**src/rtl/cache_mem_arbiter_pkg.sv**
```systemverilog
// Shared types for the cacheline memory arbiter: FSM states, grant owner, latched request record.
// Also provides the line-alignment helper used when a request is latched.
package rv32i_types;

    localparam int perf_counter_width = 32;
    localparam logic [31:0] LINE_MASK = 32'hFFFF_FFE0;

    typedef enum logic [1:0] {ARB_IDLE, ARB_SERVE_I, ARB_SERVE_D, ARB_RECOVER} arbiter_state_t;
    typedef enum logic {ARB_GRANT_I, ARB_GRANT_D} arbiter_grant_t;

    typedef struct packed {
        logic         write;
        logic [31:0]  addr;
        logic [255:0] wdata;
    } arb_req_t;

    function automatic logic [31:0] line_align(input logic [31:0] addr);
        return addr & LINE_MASK;
    endfunction

endpackage

```
**src/rtl/cache_mem_arbiter_sat_perf_counter.sv**
```systemverilog
// Saturating event counter: +1 per cycle with inc high, sticks at all-ones.
// Latency: count reflects inc one cycle later; no backpressure.
module sat_perf_counter
    import rv32i_types::*;
#(
    parameter int PERF_W = perf_counter_width
) (
    input  logic              clk,
    input  logic              rst,
    input  logic              inc,
    output logic [PERF_W-1:0] count
);

    localparam logic [PERF_W-1:0] MAX_COUNT = {PERF_W{1'b1}};
    localparam logic [PERF_W-1:0] ONE       = {{(PERF_W-1){1'b0}}, 1'b1};

    always_ff @(posedge clk or negedge rst) begin
        if (!rst) begin
            count <= '0;
        end else if (inc && (count != MAX_COUNT)) begin
            count <= count + ONE;
        end
    end

endmodule

```
**src/rtl/cache_mem_arbiter.sv**
```systemverilog
// Round-robin share of the cacheline adaptor port between I-cache and D-cache, plus wait counters.
// Latency: grant one cycle after request in IDLE; resp is combinational from mem_resp; one RECOVER cycle.
module cache_mem_arbiter
    import rv32i_types::*;
#(
    parameter int PERF_W = perf_counter_width
) (
    input  logic              clk,
    input  logic              rst,
    input  logic              icache_pmem_read,
    input  logic [31:0]       icache_pmem_address,
    output logic [255:0]      icache_pmem_rdata,
    output logic              icache_pmem_resp,
    input  logic              dcache_pmem_read,
    input  logic              dcache_pmem_write,
    input  logic [31:0]       dcache_pmem_address,
    input  logic [255:0]      dcache_pmem_wdata,
    output logic [255:0]      dcache_pmem_rdata,
    output logic              dcache_pmem_resp,
    output logic              mem_read,
    output logic              mem_write,
    output logic [31:0]       mem_address,
    output logic [255:0]      mem_wdata,
    input  logic [255:0]      mem_rdata,
    input  logic              mem_resp,
    output logic [PERF_W-1:0] i_wait_count,
    output logic [PERF_W-1:0] d_wait_count
);

    arbiter_state_t state_q;
    arbiter_state_t state_d;
    arbiter_grant_t last_grant_q;
    arb_req_t       req_q;

    logic i_req;
    logic d_req;
    logic grant_i;
    logic grant_d;

    assign i_req = icache_pmem_read;
    assign d_req = dcache_pmem_read | dcache_pmem_write;

    always_ff @(posedge clk or negedge rst) begin
        if (!rst) begin
            state_q <= ARB_IDLE;
        end else begin
            state_q <= state_d;
        end
    end

    // Contention in IDLE goes to whichever cache was not granted last.
    always_comb begin
        state_d = state_q;
        case (state_q)
            ARB_IDLE: begin
                if (i_req && d_req) begin
                    state_d = (last_grant_q == ARB_GRANT_I) ? ARB_SERVE_D : ARB_SERVE_I;
                end else if (i_req) begin
                    state_d = ARB_SERVE_I;
                end else if (d_req) begin
                    state_d = ARB_SERVE_D;
                end
            end
            ARB_SERVE_I,
            ARB_SERVE_D: begin
                if (mem_resp) begin
                    state_d = ARB_RECOVER;
                end
            end
            ARB_RECOVER: state_d = ARB_IDLE;
            default:     state_d = ARB_IDLE;
        endcase
    end

    assign grant_i = (state_q == ARB_IDLE) && (state_d == ARB_SERVE_I);
    assign grant_d = (state_q == ARB_IDLE) && (state_d == ARB_SERVE_D);

    // The adaptor only ever sees these latched copies, so caches may change inputs mid-transaction.
    always_ff @(posedge clk or negedge rst) begin
        if (!rst) begin
            last_grant_q <= ARB_GRANT_I;
            req_q        <= '0;
        end else if (grant_i) begin
            last_grant_q <= ARB_GRANT_I;
            req_q.write  <= 1'b0;
            req_q.addr   <= line_align(icache_pmem_address);
            req_q.wdata  <= '0;
        end else if (grant_d) begin
            last_grant_q <= ARB_GRANT_D;
            req_q.write  <= dcache_pmem_write;
            req_q.addr   <= line_align(dcache_pmem_address);
            req_q.wdata  <= dcache_pmem_wdata;
        end
    end

    always_comb begin
        mem_read         = 1'b0;
        mem_write        = 1'b0;
        icache_pmem_resp = 1'b0;
        dcache_pmem_resp = 1'b0;
        case (state_q)
            ARB_SERVE_I: begin
                mem_read         = 1'b1;
                icache_pmem_resp = mem_resp;
            end
            ARB_SERVE_D: begin
                mem_read         = ~req_q.write;
                mem_write        = req_q.write;
                dcache_pmem_resp = mem_resp;
            end
            default: ;
        endcase
    end

    assign mem_address       = req_q.addr;
    assign mem_wdata         = req_q.wdata;
    assign icache_pmem_rdata = mem_rdata;
    assign dcache_pmem_rdata = mem_rdata;

    sat_perf_counter #(.PERF_W(PERF_W)) u_i_wait (
        .clk   (clk),
        .rst   (rst),
        .inc   (i_req && (state_q != ARB_SERVE_I)),
        .count (i_wait_count)
    );

    sat_perf_counter #(.PERF_W(PERF_W)) u_d_wait (
        .clk   (clk),
        .rst   (rst),
        .inc   (d_req && (state_q != ARB_SERVE_D)),
        .count (d_wait_count)
    );

endmodule
```
**config.mk**
```make
export PLATFORM = sky130hd
export DESIGN_NAME = cache_mem_arbiter
export DESIGN_NICKNAME = d
export VERILOG_FILES = /design/src/rtl/cache_mem_arbiter_pkg.sv /design/src/rtl/cache_mem_arbiter_sat_perf_counter.sv /design/src/rtl/cache_mem_arbiter.sv
export SDC_FILE = /design/constraint.sdc
export NUM_CORES = 1
export LEC_CHECK = 0
export ABC_AREA = 0
export CORE_AREA = 2 2 567 569
export CTS_BUF_LIST = sky130_fd_sc_hd__clkbuf_8
export DETAILED_ROUTE_END_ITERATION = 8
export DIE_AREA = 0 0 569 571
export HOLD_SLACK_MARGIN = 0.05
export MAX_ROUTING_LAYER = met4
export PLACE_DENSITY_LB_ADDON = 0.25
export RECOVER_POWER = 25
export SLEW_MARGIN = 10
export SYNTH_ARGS = -nofsm -noshare
export SYNTH_HDL_FRONTEND = slang
export SYNTH_SLANG_ARGS = --single-unit
```
**constraint.sdc**
```tcl
create_clock -name clk -period 2.8 [get_ports clk]
set_input_delay 0.7 -clock clk [delete_from_list [all_inputs] [get_ports clk]]
set_output_delay 0.7 -clock clk [all_outputs]
set_load 0.005 [all_outputs]
```
======== Word level (Yosys, flattened, before mapping) ========
Index checks and enable logic that the tools add are counted.
operators by class
  add/subtract/negate cells ............... 2
  equal/unequal tests ..................... 9
  muxes and demuxes ....................... 14
  bitwise gates (word level) .............. 2
  reductions and logical operators ........ 10
operators with widths
  cell                   number
  $mux 289               2
  $add 32x1->32 const B  2
  $ne 32x32->1 const B   2
  $mux 2                 5
  $logic_and 1x1->1      7
  $eq 2x2->1 const B     3
  $pmux 2 s3             1
  $mux 1                 5
  $eq 2x1->1 const B     2
  $logic_not 2->1        1
  $ne 2x1->1 const B     1
  $ne 2x2->1 const B     1
  $pmux 1 s2             1
  $reduce_bool 2->1      1
  $reduce_or 2->1        1
  $not 1->1              1
  $or 1x1->1             1
storage, ports and cells
  bits in registers ....................... 356
  input port bits ......................... 582
  output and inout bits ................... 868

======== Logic depth before layout (Yosys ltp) ========
Gate-level depths: netlist of run 1.
  depth after elaboration ................. 9
  gate-level depth with buffers ........... 9
  gate-level depth less buffers ........... 7

======== Cells and area by module ========
Synthesis of run 1 repeated with hierarchy kept, for this count alone.
second synthesis, totals
  cells, all modules ...................... 1857
  area total of the unflattened synthesis .. 19904.1 sq um
by module, submodules not included
  module             instances  cells an instance  area an instance (sq um)  seq. area each (sq um)
  cache_mem_arbiter  1          1555               16656.0                   7181.9
  sat_perf_counter   2          151                1624.1                    800.8

======== Worst setup path after synthesis of run 1 ========
Ideal clock, no wire load.
  kind .................................... register -> register
  start ................................... reg state_q[0]
  end ..................................... reg u_i_wait.count[29]
  setup time .............................. 0.125 ns
  arrival ................................. 1.907 ns
  data required time ...................... 2.675 ns
  setup slack ............................. 0.768 ns
  cell stages (with the launch flop) ...... 7
  clock period less this slack ............ 2.032 ns
  cells stage by stage .................... dfrtp_1 > ha_1 > nand3b_1 > or4_4 > nor4_2 > nand4_1 > xnor2_1
on the way
  word-level cells in the longest chain between the ends .. 3
ends and longest elaborated chain
  item                    RTL line                                  source
  from (decl)             cache_mem_arbiter.sv:30                   arbiter_state_t state_q;
  from (signal assigned)  cache_mem_arbiter.sv:47                   state_q <= state_d;
  $ne 2x1->1              cache_mem_arbiter.sv:123                  .inc (i_req && (state_q != ARB_SERVE_I)),
  $logic_and 1x1->1       cache_mem_arbiter.sv:123
  $logic_and 1x1->1       cache_mem_arbiter_sat_perf_counter.sv:20  end else if (inc && (count != MAX_COUNT)) begin
  to (signal assigned)    cache_mem_arbiter_sat_perf_counter.sv:21  count <= count + ONE;
  to (decl)               cache_mem_arbiter_sat_perf_counter.sv:11  output logic [PERF_W-1:0] count
Every way passes these cells.
A chain may end at the register's enable or synchronous reset.

======== Worst setup path in the final report of run 1 ========
  start ................................... reg state_q[1]
  end ..................................... out mem_read
on the way
  word-level cells in the longest chain between the ends .. 2
  elaborated cells on any way between the ends .. 3
  those cells by class .................... 2 x eq/ne; 1 x mux
ends and longest elaborated chain
  item                                             RTL line                  source
  $eq 2x2->1 / $eq 2x1->1 (equally long branches)  cache_mem_arbiter.sv:101  case (state_q)
  $pmux 1 s2 *                                     cache_mem_arbiter.sv:101
  to (decl)                                        cache_mem_arbiter.sv:20   output logic mem_read,
Every way passes the cells marked *; elsewhere a longest branch is shown, timed or not.

==> summary.md, run 1 <==
| Metric | Value |
|---|---|
| CP Class | `flop to output pin` |
| Final setup fails | `0` |
| DRT antenna net count | `0` |
| Largest delay share family, worst path | `flip-flops` |
| GRT Overall Usage | `10.6%` |
| Crit-path max FO | `3` |
| Post-synthesis sequential area ratio | `42.7%` |
| Final Wtd Congestion | `between 0.8 and 0.9` |
| Crit Reg-Reg Startpoint | `state_q[0]` |
| Pwr Density | `977 nW/um^2` |
| DR pass1 iterations | `5` |
| Final number of hold-violating endpoints | `0` |
| Busiest grt layer | `met2` |
| Syn Inst Count | `between 2,000 and 2,500` |
| Via count | `about 16,000` |
| First-pass GRT wire length | `~210,000 um` |
| Rel. slew slack | `a little under an eighth` |
| Clock skew | `just under 90 ps` |
| Root Buffer | `clkbuf_8` |
| Synth cell types | `43` |
| CP max-delay cell | `dfrtp_1` |
| CP Cell Sequence | `inv_2, ha_4, o21a_1, buf_6` |
| Largest net degree at the start of global routing | `66` |
| Layout overhead on the synthesized area | `40.3%` |
| Critical path depth | `4` |
| Post-DP HPWL | `around 150,000 um` |
| Die width | `569 um` |
| Multi-input logic area | `5440 um^2` |
| Most common cell after layout, fill and taps aside | `nand2_1` |
| Worst Hold Class | `primary input to flop` |
| Period minus WS final | `around 2700 ps` |
| Crit path arrival time | `~2000 ps` |
| Wire length per cell after detailed routing | `between 20 and 30 um` |
| CTS H-tree depth | `3` |
| CTS tree | `yes` |
| Outcome | `complete, no violations` |
| Grt met2 use | `17.1%` |
| Syn avg cell area | `roughly 8.6 um^2` |
| Max Cap Viol | `0` |
| Detailed-route wire length | `between 150,000 and 200,000 um` |
| Most used DFF post-synth | `dfrtp_1` |
| P_int | `approximately 16 mW` |
| Hold slack | `340 ps` |
| Number of cell rows | `approximately 210` |
| Clk buf depth | `4` |
| Worst-path clk slew | `approximately 70 ps` |
| Part of the power in registers | `approximately 30%` |
| Synth warn | `0` |
| DRC viols | `0` |
| Grt ovf | `0` |
| Most frequent cells in the layout | `597 x nand2_1, 548 x clkdlybuf4s50_1, 345 x dfrtp_1` |
| Combinational power share | `47.0%` |
| Crit start category | `flop` |
| Placed cells | `~6,500` |
| Register area | `8790 um^2` |
| Crit share post-route | `around 95%` |
| Via/cell ratio | `around 2.4` |
| Worst-Margin Slew | `roughly 1300 ps` |
| Crit path buffers/inverters | `2` |
| Critical path's largest stage delay | `roughly 440 ps` |
| FF-to-FF setup slack | `560 ps` |
| Final cell count without fillers | `6,636` |
| Worst setup path endpoint | `mem_read` |
| Initial DRC Count | `between 800 and 900` |
| Maximum clock frequency | `about 0.38 GHz` |
| R2R depth | `8` |
| Leak Pwr | `between 10 and 15 nW` |
| Global Route met1 Usage | `~7.9%` |
| Antenna violations before repair | `between 50 and 60` |
| Clk_lat worst skew | `900 ps` |
| Met3 GRT Util | `between 10% and 20%` |
| Die Span Y | `571 um` |
| Clock power frac | `a little under a quarter` |
| Top Ports | `between 1,000 and 1,500` |
| Critical R2R Capture | `u_i_wait.count[29]` |
| Core Area | `roughly 320,000 um^2` |
| RSZ-0062 raised after global routing | `true` |
| Critical Path RT | `2100 ps` |
| Vias in the first global route | `around 16,000` |
| EDFF count, synth | `0` |
| Psw | `between 10 and 15 mW` |
| Buffers on Ports | `about 670` |
| Switching share of power | `approximately 42%` |
| Max VDD drop | `approximately 0.4 mV` |
| Mapped Area | `about 21,000 um^2` |
| Fillers | `roughly 37,000` |
| Starting Density | `6.44%` |
| FF+latch count, synth | `around 350` |
| CTS buffer count | `83` |
| DIE AREA | `around 320,000 um^2` |
| # clock sinks | `roughly 350` |
| Crit end category | `output pin` |
| Worst setup path start | `state_q[1]` |
| Net count, final | `2,940` |
| Share of cells above drive strength 1 | `a little over a tenth` |
| Async SR Flop Fraction | `between 90% and 100%` |
| Slew Limit Fails | `0` |
==> through the flow <==
step	total power [mW]	worst slack, ps	TNS [ps]	util (%)	cell area (um^2)
2_1_floorplan	15.4	768	0	-	20600
3_3_place_gp	22.8	-122	-1190	8.54	27300
3_5_place_dp	22.8	-116	-930	8.54	27300
4_1_cts	29.7	-55.8	-97.3	9.05	28900
5_1_grt	30.8	-43.0	-66.5	9.03	28800
6_report	28.2	138	0	9.03	28800
==> Yosys cell counts, types with 6 or more instances <==
master    instances  share of area (%)
and3_1           17               0.52
a21oi_1           7               0.17
nand2_1         597                 11
nor2_1           49               0.89
a31oi_1          31               0.94
xnor2_1          42                1.8
xor2_1           15               0.64
nand4_1          23               0.70
clkbuf_1         65                1.2
buf_2            17               0.41
buf_1            19               0.35
nor3_1           11               0.27
buf_4           800                 29
inv_1             6               0.11
nand3_1         285                6.9
dfrtp_1         351                 43
==> area by class of cell <==
class                           count  share of cell area, %
Tap cell                         4200                   18.2
Timing Repair Buffer              777                   26.4
Sequential cell                   351                   30.5
Antenna cell                       27                  0.234
Clock inverter                     43                   1.13
Clock buffer                       98                   4.68
Multi-Input combinational cell   1134                   18.8
Inverter                            6                 0.0781
==> worst reg2reg max path, stage by stage, from the launching register on <==
cell and delay, ps:
dfrtp_1 400, buf_4 160, ha_4 170, nand3b_1 170, or4_4 580, nor4_2 220, buf_4 160, nand4_1 110
xnor2_1 140
==> sequential cells by signal, indices dropped and copies added (netlist names) <==
name            flops
u_i_wait.count     32
last_grant_q        1
u_d_wait.count     32
req_q               1
mem_address        27
state_q             2
mem_wdata         256
==> metal layers <==
metal	routed length (um)	share of wire (%)
met4	6000	3.5
met5	0	0
met3	39500	23
met2	81900	47
met1	46300	27
==> power by group through the flow <==
| stage | sequential [mW] | combinational [mW] | clock, mW |
|---|---|---|---|
| after floorplan | 7.91 | 7.52 | 0 |
| after global placement | 8.38 | 14.4 | 0 |
| after detailed placement | 8.44 | 14.4 | 0 |
| after CTS | 8.35 | 14.1 | 7.21 |
| after global routing | 8.56 | 14.9 | 7.35 |
| final | 8.31 | 13.3 | 6.63 |
==> worst min-delay path by stage <==
stage | startpoint | endpoint | slack [ps] | cells past startpoint
after floorplan | rst | last_grant_q | 400 | 0
after global placement | mem_wdata[144] | mem_wdata[144] | 480 | 2
after detailed placement | mem_wdata[123] | mem_wdata[123] | 480 | 2
after CTS | dcache_pmem_wdata[210] | mem_wdata[210] | 160 | 3
after global routing | dcache_pmem_wdata[210] | mem_wdata[210] | 200 | 3
final | dcache_pmem_wdata[210] | mem_wdata[210] | 340 | 3
==> kinds of logic (layout without fill, tap and decap cells) <==
| logic type | count (synthesis) | count (layout) | synth area share, % |
|---|---|---|---|
| muxes | 2 | 2 | 0.110 |
| DFF | 351 | 351 | 42.7 |
| and+or+nand+nor | 1011 | 1011 | 21.4 |
| xor gates and xnor gates | 57 | 57 | 2.43 |
| adders and majority gates | 5 | 5 | 0.304 |
| other | 1 | 32 | 0.0182 |
| AOI/OAI and AO/OA | 54 | 54 | 1.72 |
| buffers and inverters | 907 | 924 | 31.3 |
==> timing repair <==
| action | 4_1_cts | 5_1_grt |
|---|---|---|
| hold buffers | 1 | 0 |
| cloned | 0 | 0 |
| setup buffers | 3 | 0 |
| gates resized for setup | 138 | 5 |
| endpoints found under the hold margin | 114 | 0 |
| pin swaps | 1 | 1 |
| endpoints found under the setup margin | 121 | 4 |
No activity file was read; power rests on OpenSTA's default activity.
==> run 2: changes to the inputs <==
--- a/config.mk
+++ b/config.mk
@@ -12,7 +12,7 @@
 export DIE_AREA = 0 0 569 571
 export HOLD_SLACK_MARGIN = 0.05
 export MAX_ROUTING_LAYER = met4
-export PLACE_DENSITY_LB_ADDON = 0.25
+export PLACE_DENSITY_LB_ADDON = 0.2
 export RECOVER_POWER = 25
 export SLEW_MARGIN = 10
 export SYNTH_ARGS = -nofsm -noshare
==> run 2 against run 1 <==
- clock skew is 33 ps lower
- flip-flop and latch count unchanged
- non-clock buffer count up 19
- largest power group unchanged
- hold slack better by 42 ps
- worst setup slack lost 4.8 ps
- critical endpoint unchanged
- wire length decreased by 3.7%
- design area rose by 0.36%
- critical path type unchanged
- first-iteration DRC count down 13%
- sequential share of layout area fell by 0.11 points
==> summary.md, run 2 (same netlist as run 1, synthesis figures left out) <==
| Metric | Value |
|---|---|
| Final setup fails | `0 (unchanged)` |
| RSZ-0062 raised after global routing | `true` |
| Layout overhead on the synthesized area | `40.8%` |
| Period minus WS final | `2670 ps (+4.82 ps)` |
| Net count, final | `2,963 (+0.78%)` |
| Via count | `15,700 (-0.038%)` |
| Fillers | `37,000 (-0.23%)` |
| Placed cell area | `27,400 um^2 (+0.50%)` |
| Die width | `569 um (unchanged)` |
| Number of cell rows | `208 (unchanged)` |
| Max VDD drop | `0.279 mV (-30%)` |
| Switching share of power | `41.7% (-0.38 points)` |
| Final number of hold-violating endpoints | `0 (unchanged)` |
| First-pass GRT wire length | `205,000 um (-2.7%)` |
| CTS buffer count | `87 (+4.8%)` |
| # clock sinks | `351 (unchanged)` |
| Post-DP HPWL | `146,000 um (-4.7%)` |
| Part of the power in registers | `29.4% (about the same)` |
| Die Span Y | `571 um (unchanged)` |
| DRT antenna net count | `0 (unchanged)` |
| Max reg flops | `256 (unchanged)` |
| Hold slack | `383 ps (+42.4 ps)` |
| Placed cells | `6,482 (+0.28%)` |
| Vias in the first global route | `16,400 (+0.66%)` |
| Detailed-route wire length | `167,000 um (-3.7%)` |
| Critical Path RT | `2100 ps (about the same)` |
| Rel. slew slack | `13.7% (+1.8 points)` |
| Psw | `11.7 mW (-1.3%)` |
| Crit share post-route | `95.2% (+0.17 points)` |
| Via/cell ratio | `2.36 (about the same)` |
| Power, Total | `28.1 mW (-0.40%)` |
| Clock skew | `54.2 ps (-33.2 ps)` |
| Root Buffer | `clkbuf_8` |
| Final setup TNS | `0 ps (unchanged)` |
| Final Instance Area | `29,000 um^2 (+0.36%)` |
| Most common cell after layout, fill and taps aside | `nand2_1` |
| Maximum clock frequency | `0.375 GHz (-0.18%)` |
| Crit start category | `flop` |
| Grt ovf | `0 (unchanged)` |
| Max Cap Viol | `0 (unchanged)` |
| Crit-path max FO | `3 (unchanged)` |
| Final WS setup | `133 ps (-4.82 ps)` |
| Top Ports | `1,450 (unchanged)` |
| Initial DRC Count | `705 (-13%)` |
| DR pass1 iterations | `5 (unchanged)` |
| Pre-CTS setup slack | `-239 ps (-124 ps)` |
| Most frequent cells in the layout | `597 x nand2_1, 580 x clkdlybuf4s50_1, 346 x dfrtp_1` |
| Starting Density | `6.44% (unchanged)` |
| Slew Limit Fails | `0 (unchanged)` |
| CP Class | `flop to output pin` |
| Util after Layout | `9.07% (+0.032 points)` |
| P_int | `16.4 mW (+0.25%)` |
| DRC viols | `0 (unchanged)` |
| CTS tree | `yes` |
| Share of cells above drive strength 1 | `11.0% (+0.60 points)` |
| Clk buf depth | `4 (unchanged)` |
| Crit end category | `output pin` |
| Worst-Margin Slew | `1290 ps (-26.7 ps)` |
| Crit path arrival time | `1970 ps (about the same)` |
| Largest net degree at the start of global routing | `65 (-1.5%)` |
| Wire length per cell after detailed routing | `25.2 um (-3.8%)` |
| CTS H-tree depth | `3 (unchanged)` |
| Clk_lat worst skew | `840 ps (-60 ps)` |
| Final Wtd Congestion | `0.810 (-1.2%)` |
| Clock power frac | `22.4% (-1.1 points)` |
| Buffers on Ports | `666 (unchanged)` |
| Antenna violations before repair | `38 (-25%)` |
| Worst Hold Class | `primary input to flop` |
| Core Area | `319,000 um^2 (unchanged)` |
| Worst-path clk slew | `70 ps (about the same)` |
| Pwr Density | `970 nW/um^2 (-0.76%)` |
| Final cell count without fillers | `6,638 (+0.030%)` |
| Outcome | `complete, no violations` |
| DIE AREA | `325,000 um^2 (unchanged)` |
| GRT Overall Usage | `10.2% (-0.41 points)` |
| Leak Pwr | `11.9 nW (+0.27%)` |
| Combinational power share | `48.3% (+1.3 points)` |
## run 2: cell types whose count changed in the layout (fill, tap and decap cells not counted), sizes merged, moves of 4 or more
cell,change
clkdlybuf4s15,-4
clkdlybuf4s50,+32
buf,+22
inv,-5
dlygate4sd2,-34
diode,-13
clkbuf,+5
dlymetal6s2s,+5
bufinv,-5
## run 2: final timing paths
kind / start / end / slack (ps) / depth (start not counted)
worst max-delay path: state_q[0] / mem_read / 130 / 5
worst min register to register: mem_wdata[4] / mem_wdata[4] / 490 / 2
min in group asynchronous: rst / mem_wdata[183] / 690 / 2
worst max register to register: state_q[1] / u_d_wait.count[31] / 270 / 9
max in group asynchronous: rst / mem_wdata[161] / 340 / 3
worst min-delay path: dcache_pmem_wdata[232] / mem_wdata[232] / 380 / 3
## run 2: routing by layer
metal  track usage [%]  vias to the layer above  part of all wire (%)
li1                  -                     6855                     -
met1              7.98                     7246                    29
met2              16.7                     1335                    47
met3              9.52                      255                    21
met4              3.14                        0                   3.4
met5                 -                        -                     0
## run 2: repair_timing
action,4_1_cts,5_1_grt
pin swaps,1,2
endpoints found under the hold margin,24,0
endpoints found under the setup margin,83,7
hold buffers,1,0
resized for setup,101,10
setup buffers,3,1
## run 2: area by class of cell
type                       count  area (um^2)  share of cell area (%)
clock inverter                32          141                   0.488
antenna                       14         35.0                   0.121
timing repair buffer         796         7830                    27.0
sequential                   351         8790                    30.4
multi-input combinational   1134         5440                    18.8
clock buffer                 105         1450                    4.99
inverter                       6         22.5                  0.0778
tap                         4200         5260                    18.2
## run 2: power groups by stage
stage / logic [mW] / registers [mW] / clock network [mW]
detailed placement: 14.5 / 8.38 / 0
CTS: 14.3 / 8.30 / 6.84
global route: 15.1 / 8.52 / 6.95
floorplan: 7.52 / 7.91 / 0
finish: 13.6 / 8.25 / 6.28
global placement: 14.5 / 8.31 / 0
## run 2: critical path, cell delays in order (launching register included)
cell and delay (ps):
dfrtp_1 400, inv_2 110, ha_4 150, nor2b_4 130, o21a_1 150, buf_6 180
==> run 3: changes to the inputs <==
--- a/config.mk
+++ b/config.mk
@@ -10,6 +10,7 @@
 export CTS_BUF_LIST = sky130_fd_sc_hd__clkbuf_8
 export DETAILED_ROUTE_END_ITERATION = 8
 export DIE_AREA = 0 0 569 571
+export GPL_TIMING_DRIVEN = 1
 export HOLD_SLACK_MARGIN = 0.05
 export MAX_ROUTING_LAYER = met4
 export PLACE_DENSITY_LB_ADDON = 0.2
==> results of run 3 <==
Same layout as run 2: the final DEF is identical, and so are final timing and power.
